File: config.mk
export PLATFORM = sky130hd
export DESIGN_NAME = ustc_psum_sched
export DESIGN_NICKNAME = d
export VERILOG_FILES = /design/src/rtl/ustc_pkg.sv /design/src/rtl/ustc_res_reg.sv /design/src/rtl/ustc_psum_sched.sv
export SDC_FILE = /design/constraint.sdc
export NUM_CORES = 1
export LEC_CHECK = 0
export ABC_AREA = 1
export BUFFER_PORTS_ARGS = -buffer_cell sky130_fd_sc_hd__buf_2
export CORE_AREA = 2 2 538 540
export CTS_CLUSTER_DIAMETER = 30
export DETAILED_ROUTE_END_ITERATION = 8
export DIE_AREA = 0 0 540 542
export SLEW_MARGIN = 25
export SYNTH_ARGS = -nofsm -noshare
export SYNTH_HDL_FRONTEND = slang
export SYNTH_SLANG_ARGS = --single-unit
File: constraint.sdc
create_clock -name clk -period 2.1 [get_ports clk]
set_clock_uncertainty 0.2 [all_clocks]
set_input_delay 0.105 -clock clk [delete_from_list [all_inputs] [get_ports clk]]
set_output_delay 0.105 -clock clk [all_outputs]
set_load 0.03 [all_outputs]
File: src/rtl/ustc_pkg.sv
// ustc_pkg: shared widths and FSM state encoding for the ustc_psum column scheduler.
//   DW_DATA/DW_ROW/DW_CTRL : fields of one packed psum input line
//   DW_COL                 : column index width
//   DW_LINE                : full line width (data + row + ctrl)
//   state_e                : IDLE=0, FEED=1, FLUSH=2, OUT=3
package ustc_pkg;
    localparam int DW_DATA = 8;
    localparam int DW_ROW  = 4;
    localparam int DW_CTRL = 4;
    localparam int DW_COL  = 4;
    localparam int DW_LINE = DW_DATA + DW_ROW + DW_CTRL;
    typedef enum logic [1:0] {
        IDLE  = 2'd0,
        FEED  = 2'd1,
        FLUSH = 2'd2,
        OUT   = 2'd3
    } state_e;
endpackage

File: src/rtl/ustc_res_reg.sv
// ustc_res_reg: single-entry result holding register for the scheduler OUT stage.
//   clk, rst      : clock, asynchronous active-low reset
//   load_i        : capture data_i/col_i and raise valid_o
//   data_i, col_i : psum result and its column
//   ready_i       : downstream accepts; valid_o clears on valid_o & ready_i
//   valid_o       : entry holds a result
//   data_o, col_o : held result, stable while valid_o & ~ready_i
module ustc_res_reg #(
    parameter int DW_OUT = 128,
    parameter int DW_COL = 4
) (
    input  logic              clk,
    input  logic              rst,
    input  logic              load_i,
    input  logic [DW_OUT-1:0] data_i,
    input  logic [DW_COL-1:0] col_i,
    input  logic              ready_i,
    output logic              valid_o,
    output logic [DW_OUT-1:0] data_o,
    output logic [DW_COL-1:0] col_o
);
    logic              valid_q;
    logic [DW_OUT-1:0] data_q;
    logic [DW_COL-1:0] col_q;

    always_ff @(posedge clk or negedge rst) begin
        if (!rst) begin
            valid_q <= 1'b0;
            data_q  <= '0;
            col_q   <= '0;
        end else begin
            valid_q <= load_i | (valid_q & ~ready_i);
            if (load_i) begin
                data_q <= data_i;
                col_q  <= col_i;
            end
        end
    end

    assign valid_o = valid_q;
    assign data_o  = data_q;
    assign col_o   = col_q;
endmodule

File: src/rtl/ustc_psum_sched.sv
// ustc_psum_sched: column scheduler feeding packed beats into ustc_psum and returning per-column results.
//   clk, rst                      : clock, asynchronous active-low reset
//   start, cfg_ncols_m1,
//   cfg_kbeats_m1                 : job launch and its shape (columns-1, beats per column-1)
//   busy, done                    : job in progress, one-cycle end-of-job pulse
//   in_valid, in_ready, in_data   : upstream beat stream
//   psum_col, psum_in             : column index and registered lines to ustc_psum
//   psum_out_en, psum_out_valid,
//   psum_out                      : result request / response from ustc_psum
//   res_valid, res_ready,
//   res_data, res_col             : downstream result stream
//   perf_in_stall, perf_out_stall : stall counters when USTC_PSUM_SCHED_PERF_EN is defined, else 0
module ustc_psum_sched #(
    parameter int N       = 16,
    parameter int NUM_IN  = 32,
    parameter int DW_DATA = ustc_pkg::DW_DATA,
    parameter int DW_ROW  = ustc_pkg::DW_ROW,
    parameter int DW_CTRL = ustc_pkg::DW_CTRL,
    parameter int DW_COL  = ustc_pkg::DW_COL,
    parameter int DW_KB   = 8,
    parameter int DW_LINE = DW_DATA + DW_ROW + DW_CTRL,
    parameter int DW_OUT  = N * DW_DATA
) (
    input  logic                      clk,
    input  logic                      rst,
    input  logic                      start,
    input  logic [DW_COL-1:0]         cfg_ncols_m1,
    input  logic [DW_KB-1:0]          cfg_kbeats_m1,
    output logic                      busy,
    output logic                      done,
    input  logic                      in_valid,
    output logic                      in_ready,
    input  logic [NUM_IN*DW_LINE-1:0] in_data,
    output logic [DW_COL-1:0]         psum_col,
    output logic [NUM_IN*DW_LINE-1:0] psum_in,
    output logic                      psum_out_en,
    input  logic                      psum_out_valid,
    input  logic [DW_OUT-1:0]         psum_out,
    output logic                      res_valid,
    input  logic                      res_ready,
    output logic [DW_OUT-1:0]         res_data,
    output logic [DW_COL-1:0]         res_col,
    output logic [31:0]               perf_in_stall,
    output logic [31:0]               perf_out_stall
);
    import ustc_pkg::*;

    state_e                    state_q;
    logic [DW_COL-1:0]         ncols_q, col_q;
    logic [DW_KB-1:0]          kbeats_q, beat_q;
    logic                      done_q, en_q;
    logic [NUM_IN*DW_LINE-1:0] pin_q;
    logic                      accept, cap;

    assign in_ready    = state_q == FEED;
    assign accept      = in_valid & in_ready;
    // A result is only taken once the request has actually been raised, so a
    // stray valid in the first FLUSH cycle cannot capture a stale sum.
    assign cap         = (state_q == FLUSH) & en_q & psum_out_valid;
    assign busy        = state_q != IDLE;
    assign done        = done_q;
    assign psum_col    = col_q;
    assign psum_in     = pin_q;
    assign psum_out_en = en_q;

    always_ff @(posedge clk or negedge rst) begin
        if (!rst) begin
            state_q  <= IDLE;
            ncols_q  <= '0;
            kbeats_q <= '0;
            col_q    <= '0;
            beat_q   <= '0;
            done_q   <= 1'b0;
            en_q     <= 1'b0;
            pin_q    <= '0;
        end else begin
            done_q <= 1'b0;
            // Request is raised one cycle after entering FLUSH so the last beat
            // has passed through the psum_in register into ustc_psum.
            en_q   <= (state_q == FLUSH) & ~cap;
            // Bubbles are all-zero lines (ctrl=0), which ustc_psum treats as no-ops.
            pin_q  <= accept ? in_data : '0;
            case (state_q)
                IDLE: if (start) begin
                    ncols_q  <= cfg_ncols_m1;
                    kbeats_q <= cfg_kbeats_m1;
                    col_q    <= '0;
                    beat_q   <= '0;
                    state_q  <= FEED;
                end
                FEED: if (accept) begin
                    if (beat_q == kbeats_q) state_q <= FLUSH;
                    else beat_q <= beat_q + 1'b1;
                end
                FLUSH: if (cap) state_q <= OUT;
                OUT: if (res_ready) begin
                    if (col_q == ncols_q) begin
                        state_q <= IDLE;
                        done_q  <= 1'b1;
                    end else begin
                        col_q   <= col_q + 1'b1;
                        beat_q  <= '0;
                        state_q <= FEED;
                    end
                end
            endcase
        end
    end

    ustc_res_reg #(
        .DW_OUT(DW_OUT),
        .DW_COL(DW_COL)
    ) u_res (
        .clk    (clk),
        .rst    (rst),
        .load_i (cap),
        .data_i (psum_out),
        .col_i  (col_q),
        .ready_i(res_ready),
        .valid_o(res_valid),
        .data_o (res_data),
        .col_o  (res_col)
    );

`ifdef USTC_PSUM_SCHED_PERF_EN
    logic [31:0] in_stall_q, out_stall_q;

    always_ff @(posedge clk or negedge rst) begin
        if (!rst) begin
            in_stall_q  <= '0;
            out_stall_q <= '0;
        end else if ((state_q == IDLE) & start) begin
            in_stall_q  <= '0;
            out_stall_q <= '0;
        end else begin
            if ((state_q == FEED) & ~in_valid & ~&in_stall_q) in_stall_q <= in_stall_q + 1'b1;
            if ((state_q == OUT) & ~res_ready & ~&out_stall_q) out_stall_q <= out_stall_q + 1'b1;
        end
    end

    assign perf_in_stall  = in_stall_q;
    assign perf_out_stall = out_stall_q;
`else
    assign perf_in_stall  = '0;
    assign perf_out_stall = '0;
`endif
endmodule

==> impl_metrics.yaml <==
critical_path:
  end_kind: "register"
  critPathMaxFanout: 41
  critical_path_arrival_ps: 2610
  rr_worst_depth: 6
  ff2ff_setup_slack_ps: 40
  startpoint_type: "register"
  crit_slowest_cell: "dlygate4sd3_1"
  r2r_end: "psum_in[234]"
  slowest_delay_ps: 590
  critPathKind: "register to register"
  critPathRequiredTime_ps: 2660
  cp_cell_sequence: "inv_2 -> ha_4 -> nand2_4 -> buf_12 -> nor2_1 -> dlygate4sd3_1"
  rr_startpoint: "state_q[1]"
sta:
  tns_ps: 0
  fmax_ghz: 0.486
  slew-limit-headroom_pct: 64.9
  tightest_slew_ps: 531
  setup_slack_ps: 43.2
  setup_viol: 0
  finalCritPeriodShare_pct: 97.9
  hold_viol: 0
  drv_slew: 0
  rsz0062_at_grt: "true"
  period_needed_ps: 2060
clock_network:
  cts-root-buf: "clkbuf_16"
  htreeDepth: 4
  cts_tree: "done"
  clkSinkCount: 673
  clk_latency_ps: 820
  cts_max_path_buffers: 4
  clkSlewWorstSetupHoldPaths_ps: 40
  cts_buffers: 181
finish:
  seqCellArea_um2: 16800
  drive_gt1_share_pct: 32.2
  finalNetCount: 5990
  finalInstanceArea_um2: 56300
  syn2layout_area_growth_pct: 135
  multi_input_area_um2: 4500
  fillers: 31164
run_status:
  status: "finished clean"
floorplan:
  start_util_pct: 8.36
  io_pins: 1375
  core_um2: 287000
  die-area_um2: 293000
  dieHeight_um: 542
  die_w_um: 540
  rows: 197
power:
  leakagePower_uw: 0.0305
  p_per_area_nw_per_um2: 1180
  power.switching_fraction_pct: 38.1
  comb_power_share_pct: 30.9
  switching_power_uw: 25200
  clkPwrFrac_pct: 43.8
  ir_drop_mv: 0.768
  total_power_uw: 66200
  power.internal_uw: 41000
  power_frac_seq_pct: 25.3
grt:
  antenna_found_initial: 192
  grt_use_total_pct: 15.8
  grt_pass1_wl_um: 299000
  grt_overflow: 0
  grt_pass1_vias: 30995
  grt_start_max_net_pins: 72
drt:
  wirelength_um: 238000
  drcViolationCount: 0
  drtIter0Drc: 1752
  vias_per_cell: 3.06
  firstDrtPassIters: 8
  ant_nets: 0
  wl_per_cell_um: 25.5
  vias: 28580
flow_run:
  cap_violations: 0
hold_path:
  holdPathStages: 4
  hold_end: "psum_in[61]"
  hold_class: "input pin to register"
  worstHoldStart: "in_data[61]"
place:
  pre_cts_slack_ps: 18.4
  place.gp.congestion: 0.891
  io_buffers: 1310
  hpwl_um: 196000
  place_area_um2: 35700
synth:
  synth-seq-cells: 673
  avgSynthCellArea_um2: 9.86
  yosysSeqAreaShare_pct: 70.2
  syn_area_um2: 24000
  ys_warn_count: 0
  synth_top_area_share_pct: 70.2
  yosysUniqueCellTypes: 27
  yosys-top-cells-area: "dfrtp_1 70%, inv_1 8.5%, nor2_1 8.3%, nand2_1 7.4%, buf_4 2.0%"
  yosys.area.top_type: "dfrtp_1"
  syn_inst: 2432
-- final cells by class --
type	instances	area share (%)
repair buffers	2799	38.3
multi-input cells	1123	7.99
inverters	546	3.65
well taps	3781	8.40
clock inverters	99	2.37
flip-flops and latches	673	29.9
diodes	91	0.405
clock buffers	228	8.95
-- worst max-delay path: cells and delay by family (launching register included) --
family                     cells  cell delay (ps)
adders and majority gates      1              180
buffers and inverters          3              870
DFF                            1              400
and+or+nand+nor                2              260
-- cell usage after synthesis --
library cell,count
clkbuf_2,1
ha_1,8
xnor2_1,3
nand2_2,2
mux2_2,4
nand2_1,473
buf_1,6
nor2_4,1
buf_4,65
clkbuf_1,16
nand2_4,1
or2_2,1
nand4_1,1
nor2_2,1
dfrtp_1,673
nor2_1,528
conb_1,1
inv_1,544
inv_2,2
xor2_1,7
o21ai_0,7
buf_2,65
a21oi_1,10
nand3_2,1
nor3_1,1
nand3_1,9
o21ai_1,1
-- power by group through the flow --
stage          clock network, uW  logic (uW)  registers [uW]
2_1_floorplan                  0        3400           21700
3_3_place_gp                   0       18000           16800
3_5_place_dp                   0       18100           16800
4_1_cts                    29500       20800           16700
5_1_grt                    30300       21800           17000
6_report                   29000       20500           16800
-- through the flow --
stage,hold slack (ps),util [%],std cells
after global placement,-146,12.4,7528
after floorplan,-391,-,2495
final,35.8,19.6,9340
after global routing,17.6,19.6,9333
after CTS,0.554,19.5,9244
after detailed placement,-134,12.4,7528
-- cell usage in the layout (no fill, tap or decap), types with 4 or more instances in the layout --
| master | netlist | routed |
|---|---|---|
| buf_4 | 65 | 78 |
| clkbuf_16 | 0 | 182 |
| nand2_2 | 2 | 5 |
| conb_1 | 1 | 64 |
| mux2_2 | 4 | 4 |
| a21oi_1 | 10 | 10 |
| o21ai_0 | 7 | 7 |
| diode_2 | 0 | 91 |
| clkinvlp_4 | 0 | 24 |
| dfrtp_1 | 673 | 671 |
| nor2_2 | 1 | 4 |
| nand3_1 | 9 | 8 |
| clkbuf_1 | 16 | 15 |
| dlygate4sd3_1 | 0 | 1384 |
| inv_6 | 0 | 7 |
| inv_1 | 544 | 540 |
| ha_1 | 8 | 5 |
| nor2_1 | 528 | 525 |
| clkinv_16 | 0 | 4 |
| bufinv_16 | 0 | 22 |
| xor2_1 | 7 | 7 |
| nand2_1 | 473 | 469 |
| clkinv_2 | 0 | 22 |
| clkbuf_8 | 0 | 31 |
| buf_2 | 65 | 1307 |
| buf_12 | 0 | 26 |
| inv_2 | 2 | 5 |
| clkinv_4 | 0 | 17 |
-- worst max path at each step --
| stage | cells past startpoint | slack [ps] | start | to |
|---|---|---|---|---|
| 3_5_place_dp | 7 | 20 | state_q[1] | psum_in[245] |
| 5_1_grt | 11 | -20 | state_q[0] | state_q[0] |
| 2_1_floorplan | 6 | 220 | state_q[1] | psum_in[431] |
| 6_report | 6 | 40 | state_q[1] | psum_in[234] |
| 3_3_place_gp | 7 | 10 | state_q[1] | psum_in[245] |
| 4_1_cts | 4 | 7 | state_q[0] | busy |
-- registers in the layout, summed over array words and instances (netlist names) --
register       count
beat_q             8
done               1
kbeats_q           8
ncols_q            4
psum_col           4
psum_in          512
psum_out_en        1
state_q            2
u_res.col_o        4
u_res.data_o     128
u_res.valid_o      1
-- layer usage --
metal  GRT usage [%]  vias up  share of wire, %
met5               0        -              0.16
met4            9.72       60               7.2
met3            10.6      628                15
met2            24.7     1722                44
met1            15.2    13522                34
li1                -    12648                 -
-- kinds of logic (layout without fill, tap and decap cells) --
| logic type | count (synthesis) | in the layout | share of synthesized area, % |
|---|---|---|---|
| and+or+nand+nor | 1019 | 1019 | 16.1 |
| buffers and inverters | 699 | 3672 | 12.3 |
| DFF | 673 | 673 | 70.2 |
| AOI/OAI and AO/OA | 18 | 18 | 0.376 |
| xor gates and xnor gates | 10 | 10 | 0.365 |
| adders and majority gates | 8 | 8 | 0.417 |
| muxes | 4 | 4 | 0.188 |
| other | 1 | 155 | 0.0156 |
-- what timing repair did --
action	in CTS	in global routing
hold buffers	1385	0
endpoints found under the setup margin	3	97
hold endpoints to repair	1346	0
setup buffers	5	5
pin swaps	0	6
resized for setup	12	10
No activity file was read; power rests on OpenSTA's default activity.
